[src/rtl/fll_cfg_ctrl.sv]
// Register-port to multi-FLL configuration bridge: four-phase req/ack per channel, synchronised
// ack/lock inputs and lock-loss pulses. Optional wait-state timeout under FLL_CFG_TIMEOUT_EN.

module fll_cfg_sync_lane #(
    parameter int SYNC_STAGES = 2
) (
    input  logic clk,
    input  logic rst_n,
    input  logic ack_async,
    input  logic lock_async,
    output logic ack_s,
    output logic lock_s,
    output logic lock_lost
);
    logic [SYNC_STAGES-1:0] ack_ff;
    logic [SYNC_STAGES-1:0] lock_ff;
    logic                   lock_d;

    always_ff @(posedge clk or negedge rst_n) begin
        if (!rst_n) begin
            ack_ff    <= '0;
            lock_ff   <= '0;
            lock_d    <= 1'b0;
            lock_lost <= 1'b0;
        end else begin
            ack_ff    <= {ack_ff[SYNC_STAGES-2:0], ack_async};
            lock_ff   <= {lock_ff[SYNC_STAGES-2:0], lock_async};
            lock_d    <= lock_ff[SYNC_STAGES-1];
            lock_lost <= lock_d & ~lock_ff[SYNC_STAGES-1];
        end
    end

    assign ack_s  = ack_ff[SYNC_STAGES-1];
    assign lock_s = lock_ff[SYNC_STAGES-1];
endmodule

module fll_cfg_ctrl #(
    parameter int NB_FLL         = 2,
    parameter int SEL_WIDTH      = 3,
    parameter int DATA_WIDTH     = 32,
    parameter int ADDR_WIDTH     = 2,
    parameter int SYNC_STAGES    = 2,
    parameter int TIMEOUT_CYCLES = 1024
) (
    input  logic                                 clk,
    input  logic                                 rst_n,
    input  logic                                 req_i,
    input  logic                                 we_i,
    input  logic [SEL_WIDTH-1:0]                 fll_sel_i,
    input  logic [ADDR_WIDTH-1:0]                addr_i,
    input  logic [DATA_WIDTH-1:0]                wdata_i,
    output logic                                 ready_o,
    output logic                                 rvalid_o,
    output logic [DATA_WIDTH-1:0]                rdata_o,
    output logic                                 err_o,
    output logic [NB_FLL-1:0]                    fll_req_o,
    output logic [NB_FLL-1:0]                    fll_wrn_o,
    output logic [NB_FLL-1:0][ADDR_WIDTH-1:0]    fll_add_o,
    output logic [NB_FLL-1:0][DATA_WIDTH-1:0]    fll_wdata_o,
    input  logic [NB_FLL-1:0]                    fll_ack_i,
    input  logic [NB_FLL-1:0][DATA_WIDTH-1:0]    fll_rdata_i,
    input  logic [NB_FLL-1:0]                    fll_lock_i,
    output logic [NB_FLL-1:0]                    lock_o,
    output logic [NB_FLL-1:0]                    lock_lost_o
);
    typedef enum logic [2:0] {S_IDLE, S_WAIT_LOW, S_REQ, S_REL, S_RESP} state_t;

    state_t                  state;
    logic                    we_q;
    logic [SEL_WIDTH-1:0]    sel_q;
    logic [NB_FLL-1:0]       ack_s;
    logic [NB_FLL-1:0]       sel_oh;
    logic [NB_FLL-1:0]       sel_in_oh;
    logic                    ack_sel;
    logic [DATA_WIDTH-1:0]   rdata_sel;
    logic                    sel_bad;
    logic                    adv;
    logic                    tmo_hit;

    for (genvar g = 0; g < NB_FLL; g++) begin : g_lane
        fll_cfg_sync_lane #(.SYNC_STAGES(SYNC_STAGES)) u_lane (
            .clk        (clk),
            .rst_n      (rst_n),
            .ack_async  (fll_ack_i[g]),
            .lock_async (fll_lock_i[g]),
            .ack_s      (ack_s[g]),
            .lock_s     (lock_o[g]),
            .lock_lost  (lock_lost_o[g])
        );
    end

    assign ready_o = (state == S_IDLE);
    assign sel_bad = ({1'b0, fll_sel_i} >= (SEL_WIDTH+1)'(NB_FLL));

    always_comb begin
        sel_oh    = '0;
        sel_in_oh = '0;
        ack_sel   = 1'b0;
        rdata_sel = '0;
        for (int i = 0; i < NB_FLL; i++) begin
            sel_oh[i]    = (sel_q == SEL_WIDTH'(i));
            sel_in_oh[i] = (fll_sel_i == SEL_WIDTH'(i));
            if (sel_q == SEL_WIDTH'(i)) begin
                ack_sel   = ack_s[i];
                rdata_sel = fll_rdata_i[i];
            end
        end
    end

    // Condition that moves a wait state forward; also restarts the timeout window.
    always_comb begin
        case (state)
            S_WAIT_LOW, S_REL: adv = ~ack_sel;
            S_REQ:             adv = ack_sel;
            default:           adv = 1'b0;
        endcase
    end

`ifdef FLL_CFG_TIMEOUT_EN
    localparam int TMO_W = $clog2(TIMEOUT_CYCLES + 1);
    logic [TMO_W-1:0] tmo_cnt;

    always_ff @(posedge clk or negedge rst_n) begin
        if (!rst_n)
            tmo_cnt <= '0;
        else if (state == S_IDLE || state == S_RESP || adv)
            tmo_cnt <= '0;
        else
            tmo_cnt <= tmo_cnt + 1'b1;
    end

    assign tmo_hit = (tmo_cnt == TMO_W'(TIMEOUT_CYCLES - 1));
`else
    // Never fires: wait states block until the FLL answers.
    assign tmo_hit = (TIMEOUT_CYCLES < 0);
`endif

    always_ff @(posedge clk or negedge rst_n) begin
        if (!rst_n) begin
            state       <= S_IDLE;
            we_q        <= 1'b0;
            sel_q       <= '0;
            fll_req_o   <= '0;
            fll_wrn_o   <= '1;
            fll_add_o   <= '0;
            fll_wdata_o <= '0;
            rvalid_o    <= 1'b0;
            err_o       <= 1'b0;
            rdata_o     <= '0;
        end else begin
            rvalid_o <= 1'b0;
            case (state)
                S_IDLE: begin
                    if (req_i) begin
                        we_q    <= we_i;
                        sel_q   <= fll_sel_i;
                        err_o   <= 1'b0;
                        rdata_o <= '0;
                        if (sel_bad) begin
                            err_o    <= 1'b1;
                            rvalid_o <= 1'b1;
                            state    <= S_RESP;
                        end else begin
                            for (int i = 0; i < NB_FLL; i++) begin
                                if (sel_in_oh[i]) begin
                                    fll_wrn_o[i]   <= ~we_i;
                                    fll_add_o[i]   <= addr_i;
                                    fll_wdata_o[i] <= wdata_i;
                                end
                            end
                            state <= S_WAIT_LOW;
                        end
                    end
                end
                S_WAIT_LOW: begin
                    if (adv) begin
                        fll_req_o <= sel_oh;
                        state     <= S_REQ;
                    end else if (tmo_hit) begin
                        err_o    <= 1'b1;
                        rdata_o  <= '0;
                        rvalid_o <= 1'b1;
                        state    <= S_RESP;
                    end
                end
                S_REQ: begin
                    if (adv) begin
                        if (!we_q) rdata_o <= rdata_sel;
                        fll_req_o <= '0;
                        state     <= S_REL;
                    end else if (tmo_hit) begin
                        fll_req_o <= '0;
                        err_o     <= 1'b1;
                        rdata_o   <= '0;
                        rvalid_o  <= 1'b1;
                        state     <= S_RESP;
                    end
                end
                S_REL: begin
                    if (adv) begin
                        rvalid_o <= 1'b1;
                        state    <= S_RESP;
                    end else if (tmo_hit) begin
                        err_o    <= 1'b1;
                        rdata_o  <= '0;
                        rvalid_o <= 1'b1;
                        state    <= S_RESP;
                    end
                end
                S_RESP: begin
                    fll_req_o   <= '0;
                    fll_wrn_o   <= '1;
                    fll_add_o   <= '0;
                    fll_wdata_o <= '0;
                    state       <= S_IDLE;
                end
                default: state <= S_IDLE;
            endcase
        end
    end
endmodule

[config.mk]
export PLATFORM = sky130hd
export DESIGN_NAME = fll_cfg_ctrl
export DESIGN_NICKNAME = d
export VERILOG_FILES = /design/src/rtl/fll_cfg_ctrl.sv
export SDC_FILE = /design/constraint.sdc
export NUM_CORES = 1
export LEC_CHECK = 0
export BUFFER_PORTS_ARGS = -buffer_cell sky130_fd_sc_hd__clkbuf_2
export CAP_MARGIN = 20
export CORE_MARGIN = 8
export CORE_UTILIZATION = 40
export DETAILED_ROUTE_END_ITERATION = 10
export GPL_ROUTABILITY_DRIVEN = 0
export GPL_TIMING_DRIVEN = 0
export PLACE_DENSITY_LB_ADDON = 0.2
export SYNTH_ARGS = -nofsm -noshare
export SYNTH_HDL_FRONTEND = slang
export SYNTH_HIERARCHICAL = 1
export SYNTH_SLANG_ARGS = --single-unit
export TNS_END_PERCENT = 50
[constraint.sdc]
create_clock -name clk -period 1.8 [get_ports clk]
set_input_delay 0.09 -clock clk [delete_from_list [all_inputs] [get_ports clk]]
set_output_delay 0.09 -clock clk [all_outputs]
set_load 0.05 [all_outputs]
======== Yosys cells after proc, flatten, opt, wreduce, memory -nomap -nowiden ========
Cells that the tools add are included.
word-level totals
  bits in registers ....................... 125
  input bits .............................. 109
  output and inout bits ................... 111
cells by class
  magnitude comparators ................... 1
  eq/ne operators ......................... 14
  mux-type cells .......................... 37
  bitwise gates (word level) .............. 6
  reductions and logical operators ........ 13
operators with widths
  cell                  number
  $mux W32              7
  $mux W64              2
  $pmux W64 S2          1
  $pmux W32 S2          1
  $reduce_and A4 Y1     4
  $mux W3               5
  $mux W2               6
  $ne A2 B2 Y1 const B  6
  $pmux W3 S4           1
  $eq A3 B1 Y1 const B  3
  $logic_not A3 Y1      3
  $mux W4               2
  $pmux W4 S2           1
  $mux W1               7
  $eq A3 B2 Y1 const B  2
  $pmux W2 S3           1
  $ne A2 B1 Y1 const B  2
  $not A1 Y1            4
  $pmux W1 S2           2
  $pmux W2 S2           1
  $reduce_bool A2 Y1    2
  $eq A3 B3 Y1 const B  1
  $ge A3 B2 Y1 const B  1
  $reduce_and A3 Y1     1
  4 further kinds       5

======== Longest topological paths before layout ========
Gate-level depths: netlist of the first run.
  depth in word-level cells ............... 7
  gate-level depth with buffers ........... 6
  depth with buffers taken out ............ 3

======== Cells and area by module ========
The synthesis of the first run kept the hierarchy.
modules (own cells, without submodules)
  module             times used  cells each  area each (um2)
  fll_cfg_ctrl       1           521         5861.9
  fll_cfg_sync_lane  2           7           163.9

======== Least setup slack after synthesis of the first run ========
Ideal clock, no wire load.
  path kind ............................... register to output
  start ................................... register state[1]
  end ..................................... output port ready_o
  data arrival time ....................... 1.752 ns
  required time ........................... 1.710 ns
  path slack .............................. -0.042 ns
  stages on the path, launching flop included .. 6
  buffers on the path ..................... 3
  path through ............................ dfrtp_1 > or2_2 > clkbuf_1 > buf_2 > buf_2 > nor2_1
on the way
  longest elaborated chain between the ends .. 1
RTL lines
  what                    line  RTL
  from (decl)             68    state_t state;
  from (signal assigned)  140   state <= S_IDLE;
  from (signal assigned)  162   state <= S_RESP;
  from (signal assigned)  171   state <= S_WAIT_LOW;
  $logic_not A3 Y1        92    assign ready_o = (state == S_IDLE);
  to (decl)               52    output logic ready_o,
Every way passes these cells.

======== Final worst setup path of the first run ========
  start ................................... register state[2]
  end ..................................... output port ready_o
Same word-level chain as after synthesis.

==> metrics, run 1 <==
Sink Count=125; Endpoint, Worst Hold=sel_q[1]; CP bufs+invs=4; critical path, cell by cell=buf_2, buf_4, clkbuf_4, nor2_2, clkbuf_8; most frequent cells in the layout=221 x clkbuf_2, 123 x dfrtp_1, 103 x nor3b_1; area delta synth->final=33.7%; share of layout cells above drive strength 1=0.413; initial core utilization=0.409; WHS=0.0286 ns; initial antenna violation count=0; grt total ovfl=0; number of synthesized flops with an enable pin=0; DR iter-0 viols=341; area occupied by multi-input gates=0.00281 mm²; FF/Latch Area=0.00313 mm²; DRC violations left=0; Die Area=0.0197 mm²; antenna diode count=0; Max stage delay on crit path=0.35 ns; Num CTS Buffers=17; area fraction of the dominant cell type after synthesis=0.497; R2R Setup Slk=0.10 ns; hold path cells=2; Synth Flop Type=dfrtp_1; post-DP HPWL=14600 µm; Die X=140 µm; synthesized net count=644; synthesis warning total=6; CP Class=register to output pin; number of fill cells=1333; Max Fanout on Critical Path=10; Std-Cell Rows=45; PortBufs=219; RSZ-0062 raised after global routing=true; die height=140 µm; Finished Layout Cells=982; ys async rst share=1.00; first-pass GRT wire length=31500 µm; largest net degree at the start of global routing=65; clk root buf=clkbuf_16; Synth cell types=36; setup ws final=0.0668 ns; H-tree levels=4; critical path capture point type=output pin; Worst VDD drop=0.00111 V; CTS Buffer Depth=2; TritonCTS clock tree=done; crit start category=register; synthesized area=0.00619 mm²; cell count along the critical path=5; Final Util=0.546; vias per cell=5.53; worst hold-check path type=input pin to register; clk_lat worst skew=0.41 ns; vias in the first global route=5852; # Max-Cap Violations=0; Worst path slowest cell=dfrtp_1; Power Dens Cells=1780 mW/mm²; sequential-to-total area share from yosys stat=0.506; WL/cell=19.9 µm; Final TNS setup=0 ns; Tmin final=1.73 ns; commonest non-fill, non-tap cell in the layout=clkbuf_2; Post-Place Cells=943; io pins=220; fmax=0.577 GHz; Yosys reg bits=125; reg-to-reg startpoint=state[2]; fin nets=890; crit share post-route=0.963; Leak Pwr=4.13 nW; Detailed Routing Iterations Pass 1=5; cell taking the most area after synthesis=dfrtp_1; Least-Margin Pin Slew=0.590 ns; CP delay by family, top=buffers and inverters; vias=5433; hold path start=fll_sel_i[1]; CTS clk-pin slew, worst paths=0.05 ns; status=completed; Reg2Reg Depth=5; Synth Instances=535; Core ar.=0.0151 mm²; top post-synthesis cells by area=dfrtp_1 50%, nor3b_1 12%, a221o_1 11%, mux2_2 6.2%, mux2i_1 5.3%; Final setup viols=0; Fin. Hold Viols=0; Critical Path AT=1.64 ns; Worst Clk Skew=0.0102 ns; final WL=19600 µm; final-report max-slew violation count=0; gr usage total=0.198; Worst slew margin=0.607; Post-Place Setup Slack=-0.159 ns; CP required=1.71 ns; RR Endpoint=fll_wdata_o[28]; Mean Syn Cell Area=11.6 µm²; Post-DRT Antenna Nets=0
==> power breakdown <==
group | switching [mW] | total [mW] | leakage, nW | internal, mW
Sequential | 0.581 | 4.16 | 1.63 | 3.58
Combinational | 4.84 | 7.16 | 2.22 | 2.32
Clock | 1.24 | 3.42 | 0.280 | 2.18
==> through the flow <==
step,power (mW),area [µm²]
3_5_place_dp,11.3,7560
2_1_floorplan,9.38,6190
4_1_cts,14.8,8260
5_1_grt,15.5,8280
6_report,14.7,8280
3_3_place_gp,11.1,7520
==> per-layer routing <==
layer | vias up | track usage | part of all wire
met1 | 2686 | 0.237 | 0.43
met3 | 22 | 0.0768 | 0.096
met2 | 227 | 0.326 | 0.47
met5 | - | 0 | 0
met4 | 0 | 0.0554 | 0.010
li1 | 2498 | - | -
==> synthesized netlist by cell type (3+ instances only) <==
library cell,count
mux2_2,34
buf_2,17
nand3_1,3
buf_4,3
mux2i_1,33
o211ai_1,3
a21oi_1,3
clkbuf_1,31
o21ai_0,3
dfrtp_1,123
nand2_1,65
mux2_4,4
nor3b_1,103
nor2_1,10
a221o_1,68
buf_6,3
==> kinds of logic after synthesis <==
logic type	synth area share
flip-flops	0.506
multiplexers	0.125
XOR/XNOR	0.00142
buffers and inverters	0.0435
AO/OA/AOI/OAI	0.127
AND/OR/NAND/NOR	0.197
==> timing repair <==
item / 4_1_cts / 5_1_grt
buffers inserted: 0 / 0
resized for setup: 8 / 9
endpoints found under the hold margin: 70 / 0
setup endpoints to repair: 90 / 25
hold buffers: 9 / 0
==> flip-flops by register name (all words and copies together), names as in the netlist <==
register,count
sel_q,3
fll_add_o,4
fll_wdata_o,64
rdata_o,32
fll_wrn_o,2
fll_req_o,2
state,3
g_lane.u_lane/lock_lost,2
rvalid_o,1
we_q,1
g_lane.u_lane/lock_d,2
g_lane.u_lane/ack_ff,4
g_lane.u_lane/lock_ff,4
err_o,1
==> how the worst max path moves through the flow <==
stage                     startpoint         endpoint
after floorplan             state[1]          ready_o
after global placement         rst_n  fll_wdata_o[52]
after detailed placement    sel_q[1]       rdata_o[7]
after CTS                   state[2]          ready_o
after global routing        state[2]          ready_o
final                       state[2]          ready_o
==> area by class of cell <==
type                    count  share of cell area
inverters                   1            0.000454
clock buffers              22              0.0585
plain buffers              54              0.0327
multi-input cells         353               0.339
flip-flops and latches    125               0.378
clock inverters            10              0.0136
repair buffers            229               0.149
well taps                 188              0.0284
(Power assumes the default switching activity.)
==> inputs of run 2 (changes only) <==
- CORE_UTILIZATION: 40 -> 30
- SETUP_SLACK_MARGIN: default -> 0.1
==> metrics, run 2 (synthesized netlist as in run 1, its figures left out) <==
Die X=160 µm (+14%); FF/Latch Area=0.00313 mm² (unchanged); grt total ovfl=0 (unchanged); clk_lat worst skew=0.41 ns (about the same); area occupied by multi-input gates=0.00290 mm² (+3.4%); Power Dens Cells=1760 mW/mm² (-1.0%); Core ar.=0.0202 mm² (+34%); CP delay by family, top=simple AND/OR/NAND/NOR gates; fin nets=900 (+1.1%); Fin. Hold Viols=0 (unchanged); cell count along the critical path=4 (-1); first-pass GRT wire length=33300 µm (+5.9%); WHS=0.0213 ns (-0.00728 ns); DR iter-0 viols=274 (-20%); vias=5280 (-2.8%); Std-Cell Rows=52 (+16%); TritonCTS clock tree=done; largest net degree at the start of global routing=65 (unchanged); Post-DRT Antenna Nets=0 (unchanged); most frequent cells in the layout=227 x clkbuf_2, 123 x dfrtp_1, 86 x nor3b_1; gr usage total=0.163 (-0.0353); final WL=21100 µm (+7.8%); antenna diode count=0 (unchanged); Num CTS Buffers=17 (unchanged); Largest register FFs=64 (unchanged); critical path, cell by cell=buf_6, or4b_4, clkbuf_16, mux2_4; # Max-Cap Violations=0 (unchanged); final-report max-slew violation count=0 (unchanged); initial core utilization=0.306 (-0.103); commonest non-fill, non-tap cell in the layout=clkbuf_2; registers with the most flip-flops=fll_wdata_o (64), rdata_o (32); largest reg by FF count=fll_wdata_o; io pins=220 (unchanged); reg-to-reg startpoint=state[2]; Max Fanout on Critical Path=10 (unchanged); Critical Path AT=1.99 ns (+0.35 ns); RSZ-0062 raised after global routing=true; CP startpoint=state[2]; die height=160 µm (+14%); Die Area=0.0255 mm² (+29%); share of layout cells above drive strength 1=0.450 (+0.0372); critical path capture point type=register; area delta synth->final=39.5%; RR Endpoint=we_q; status=completed; vias in the first global route=5530 (-5.5%); crit start category=register; Worst slew margin=0.549 (-0.0578); initial antenna violation count=0 (unchanged); number of fill cells=1993 (+50%); crit path to=we_q; Worst VDD drop=0.000811 V (-27%); post-DP HPWL=15300 µm (+5.3%); Worst path slowest cell=or4b_4; Detailed Routing Iterations Pass 1=5 (unchanged); Final TNS setup=0 ns (unchanged); WL/cell=19.6 µm (-1.5%); fmax=0.591 GHz (+2.4%); PortBufs=219 (unchanged); Leak Pwr=4.28 nW (+3.5%); CP bufs+invs=2 (-2); Worst Clk Skew=0.00829 ns (-0.00191 ns); CTS clk-pin slew, worst paths=0.06 ns (about the same); worst hold-check path type=input pin to register; vias per cell=4.92 (-11%); Tmin final=1.69 ns (-0.0402 ns); H-tree levels=4 (unchanged); DRC violations left=0 (unchanged); crit share post-route=0.941 (-0.0223); Final setup viols=0 (unchanged); CP required=2.10 ns (+0.39 ns); R2R Setup Slk=0.11 ns (about the same); clk root buf=clkbuf_16; Max stage delay on crit path=0.58 ns (+0.23 ns); Sink Count=125 (unchanged); Least-Margin Pin Slew=0.677 ns (+0.0867 ns); Reg2Reg Depth=4 (-1); CTS Buffer Depth=2 (unchanged); CP Class=register to register
==> run 2: cell types whose count changed in the layout (fill, tap and decap cells not counted), sizes merged <==
cell | before | now
buf | 23 | 35
clkbuf | 273 | 271
==> run 2: per-layer routing <==
metal	routed length, µm	up-vias	GRT usage
li1	-	2524	-
met3	1850	14	0.0645
met2	9390	212	0.251
met4	212	0	0.0395
met5	0	-	0
met1	9620	2530	0.211
==> run 2: worst min path at each step <==
stage / depth (start not counted) / start / to / slack (ns)
after floorplan: 0 / rst_n / err_o / -0.21
after global placement: 1 / fll_lock_i[0] / g_lane[0].u_lane/lock_ff[0] / 0.20
after detailed placement: 1 / rst_n / g_lane[0].u_lane/lock_lost / 0.12
after CTS: 3 / req_i / state[2] / 0.001
after global routing: 2 / fll_sel_i[2] / sel_q[2] / 0.008
final: 3 / req_i / state[2] / 0.02
==> run 2: power breakdown <==
group          internal, mW  total (mW)  switching (mW)
sequential             3.58        4.14           0.563
clock                  2.18        3.47            1.29
combinational          2.59        7.61            5.02
total                  8.35        15.2            6.88
==> run 2: cell type report <==
cell class              instances  share of cell area
clock buffers                  22              0.0561
repair buffers                238               0.153
flip-flops and latches        125               0.363
inverters                       1            0.000435
well taps                     270              0.0391
clock inverters                10              0.0130
multi-input cells             353               0.336
plain buffers                  55              0.0400
==> run 2: repair_timing <==
| action | in CTS | in global routing |
|---|---|---|
| pin swaps | 2 | 4 |
| endpoints found under the setup margin | 111 | 92 |
| hold endpoints to repair | 67 | 0 |
| setup buffers | 3 | 5 |
| hold buffers | 9 | 0 |
| cloned | 0 | 1 |
| resized for setup | 30 | 37 |
==> run 2: metrics by stage <==
step	cells	util	setup slack, ns	area [µm²]	power [mW]
after global placement	1024	0.377	-1.54	7630	11.4
after CTS	1068	0.419	0.0319	8480	15.1
after floorplan	535	-	0.187	6190	9.38
final	1074	0.427	0.107	8640	15.2
after global routing	1074	0.427	0.0103	8640	16.1
after detailed placement	1025	0.379	-0.279	7660	11.4
==> run 2: tightest hold or removal path, delay by kind of cell <==
kind,cells,cell delay [ns]
AOI/OAI and AO/OA,1,0.06
buffers and inverters,1,0.12
and+or+nand+nor,1,0.11
==> inputs of run 3 (changes only) <==
- PLACE_DENSITY_LB_ADDON: 0.2 -> 0.12
==> metrics, run 3 (synthesized netlist as in run 1, its figures left out) <==
status=completed; Worst VDD drop=0.000810 V (-0.11%); initial antenna violation count=0 (unchanged); Sink Count=125 (unchanged); initial core utilization=0.306 (unchanged); Core ar.=0.0202 mm² (unchanged); final WL=20900 µm (-1.1%); DRC violations left=0 (unchanged); Finished Layout Cells=1067 (-0.65%); grt total ovfl=0 (unchanged); clk root buf=clkbuf_16; TritonCTS clock tree=done; worst hold-check path type=input pin to register; vias=5409 (+2.4%); Worst Clk Skew=0.00960 ns (+0.00131 ns); largest reg by FF count=fll_wdata_o; Worst path slowest cell=dfrtp_1; Largest register FFs=64 (unchanged); DR iter-0 viols=200 (-27%); CP Class=register to output pin; Least-Margin Pin Slew=0.593 ns (-0.0839 ns); critical path capture point type=output pin; clk_lat worst skew=0.41 ns (about the same); PortBufs=219 (unchanged); crit start category=register; vias in the first global route=5850 (+5.8%); Leak Pwr=4.25 nW (-0.74%); CTS Buffer Depth=2 (unchanged); Tmin final=1.73 ns (+0.0367 ns); CP bufs+invs=3 (+1); most frequent cells in the layout=227 x clkbuf_2, 123 x dfrtp_1, 86 x nor3b_1; io pins=220 (unchanged); final-report max-slew violation count=0 (unchanged); Final setup viols=0 (unchanged); CTS clk-pin slew, worst paths=0.05 ns (about the same); Num CTS Buffers=17 (unchanged); Detailed Routing Iterations Pass 1=4 (-1); Max Fanout on Critical Path=10 (unchanged); fin nets=896 (-0.44%); FF/Latch Area=0.00313 mm² (unchanged); area occupied by multi-input gates=0.00290 mm² (unchanged); Die Area=0.0255 mm² (unchanged); crit share post-route=0.961 (+0.0204); Post-Place Cells=1025 (unchanged); WL/cell=19.5 µm (-0.43%); RSZ-0062 raised after global routing=true; number of fill cells=1997 (+0.20%); registers with the most flip-flops=fll_wdata_o (64), rdata_o (32); CP required=1.71 ns (-0.39 ns); area delta synth->final=38.3%; antenna diode count=0 (unchanged); fmax=0.578 GHz (-2.1%); first-pass GRT wire length=33400 µm (+0.25%); Tot Pwr=15.0 mW (-1.6%); share of layout cells above drive strength 1=0.442 (-0.00859); Max stage delay on crit path=0.39 ns (-0.19 ns); Power Dens Cells=1750 mW/mm² (-0.79%); CP delay by family, top=buffers and inverters; Die X=160 µm (unchanged); H-tree levels=4 (unchanged); vias per cell=5.07 (+3.1%); Worst slew margin=0.605 (+0.0559); Fin. Hold Viols=0 (unchanged); Post-DRT Antenna Nets=0 (unchanged); gr usage total=0.163 (-0.000445); Std-Cell Rows=52 (unchanged); Crit path top cell by count=buf_6; die height=160 µm (unchanged); post-DP HPWL=15400 µm (+0.47%); largest net degree at the start of global routing=68 (+4.6%); # Max-Cap Violations=0 (unchanged); Critical Path AT=1.64 ns (-0.35 ns); commonest non-fill, non-tap cell in the layout=clkbuf_2; critical path, cell by cell=or2_4, buf_6, buf_6, nor2_4, buf_8
run 3: final timing paths:
| path | end | slack [ns] | cells past startpoint | startpoint |
|---|---|---|---|---|
| worst max-delay path | ready_o | 0.07 | 5 | state[1] |
| worst min-delay path | state[2] | 0.05 | 3 | req_i |
| worst max register to register | fll_wdata_o[47] | 0.09 | 5 | state[1] |
| worst min register to register | g_lane[0].u_lane/ack_ff[1] | 0.35 | 0 | g_lane[0].u_lane/ack_ff[0] |
| max in group asynchronous | fll_wrn_o[1] | 0.79 | 3 | rst_n |
| min in group asynchronous | rdata_o[1] | 0.25 | 2 | rst_n |
run 3: worst min-delay path: cells and delay by family:
kind                   cells  cell delay, ns
AND/OR/NAND/NOR            1            0.11
buffers and inverters      1            0.13
AO/OA/AOI/OAI              1            0.07
run 3: metrics by stage:
stage	worst slack [ns]	TNS, ns	util	area (µm²)	hold slack, ns
floorplan	0.187	0	-	6190	-0.206
global placement	-1.44	-187.07	0.377	7630	0.198
detailed placement	-0.293	-13.18	0.379	7660	0.135
CTS	0.0185	0	0.415	8400	0.0363
global route	0.0104	0	0.423	8560	0.0729
finish	0.0702	0	0.423	8560	0.0490
run 3: routing by layer:
layer | wire, µm | GRT usage | vias up | part of all wire
met1 | 9250 | 0.198 | 2682 | 0.44
met2 | 9870 | 0.266 | 195 | 0.47
met3 | 1510 | 0.0614 | 16 | 0.073
met4 | 210 | 0.0416 | 0 | 0.010
met5 | 0 | 0 | - | 0
li1 | - | - | 2516 | -
run 3: repair_timing:
item / 4_1_cts / 5_1_grt
hold buffers: 10 / 0
cloned: 0 / 1
setup endpoints to repair: 112 / 97
buffers inserted: 1 / 2
endpoints found under the hold margin: 75 / 0
pin swaps: 1 / 1
resized for setup: 20 / 43
run 3: power breakdown:
part | internal [mW] | switching, mW | total, mW
Combinational | 2.52 | 4.93 | 7.45
Sequential | 3.58 | 0.605 | 4.18
Clock | 2.12 | 1.22 | 3.34
run 3: area by class of cell:
class,instances,area share
inverter,1,0.000438
timing repair buffer,234,0.151
clock buffer,22,0.0554
tap,270,0.0395
buffer,55,0.0387
multi-input combinational,353,0.339
clock inverter,7,0.0105
sequential,125,0.366
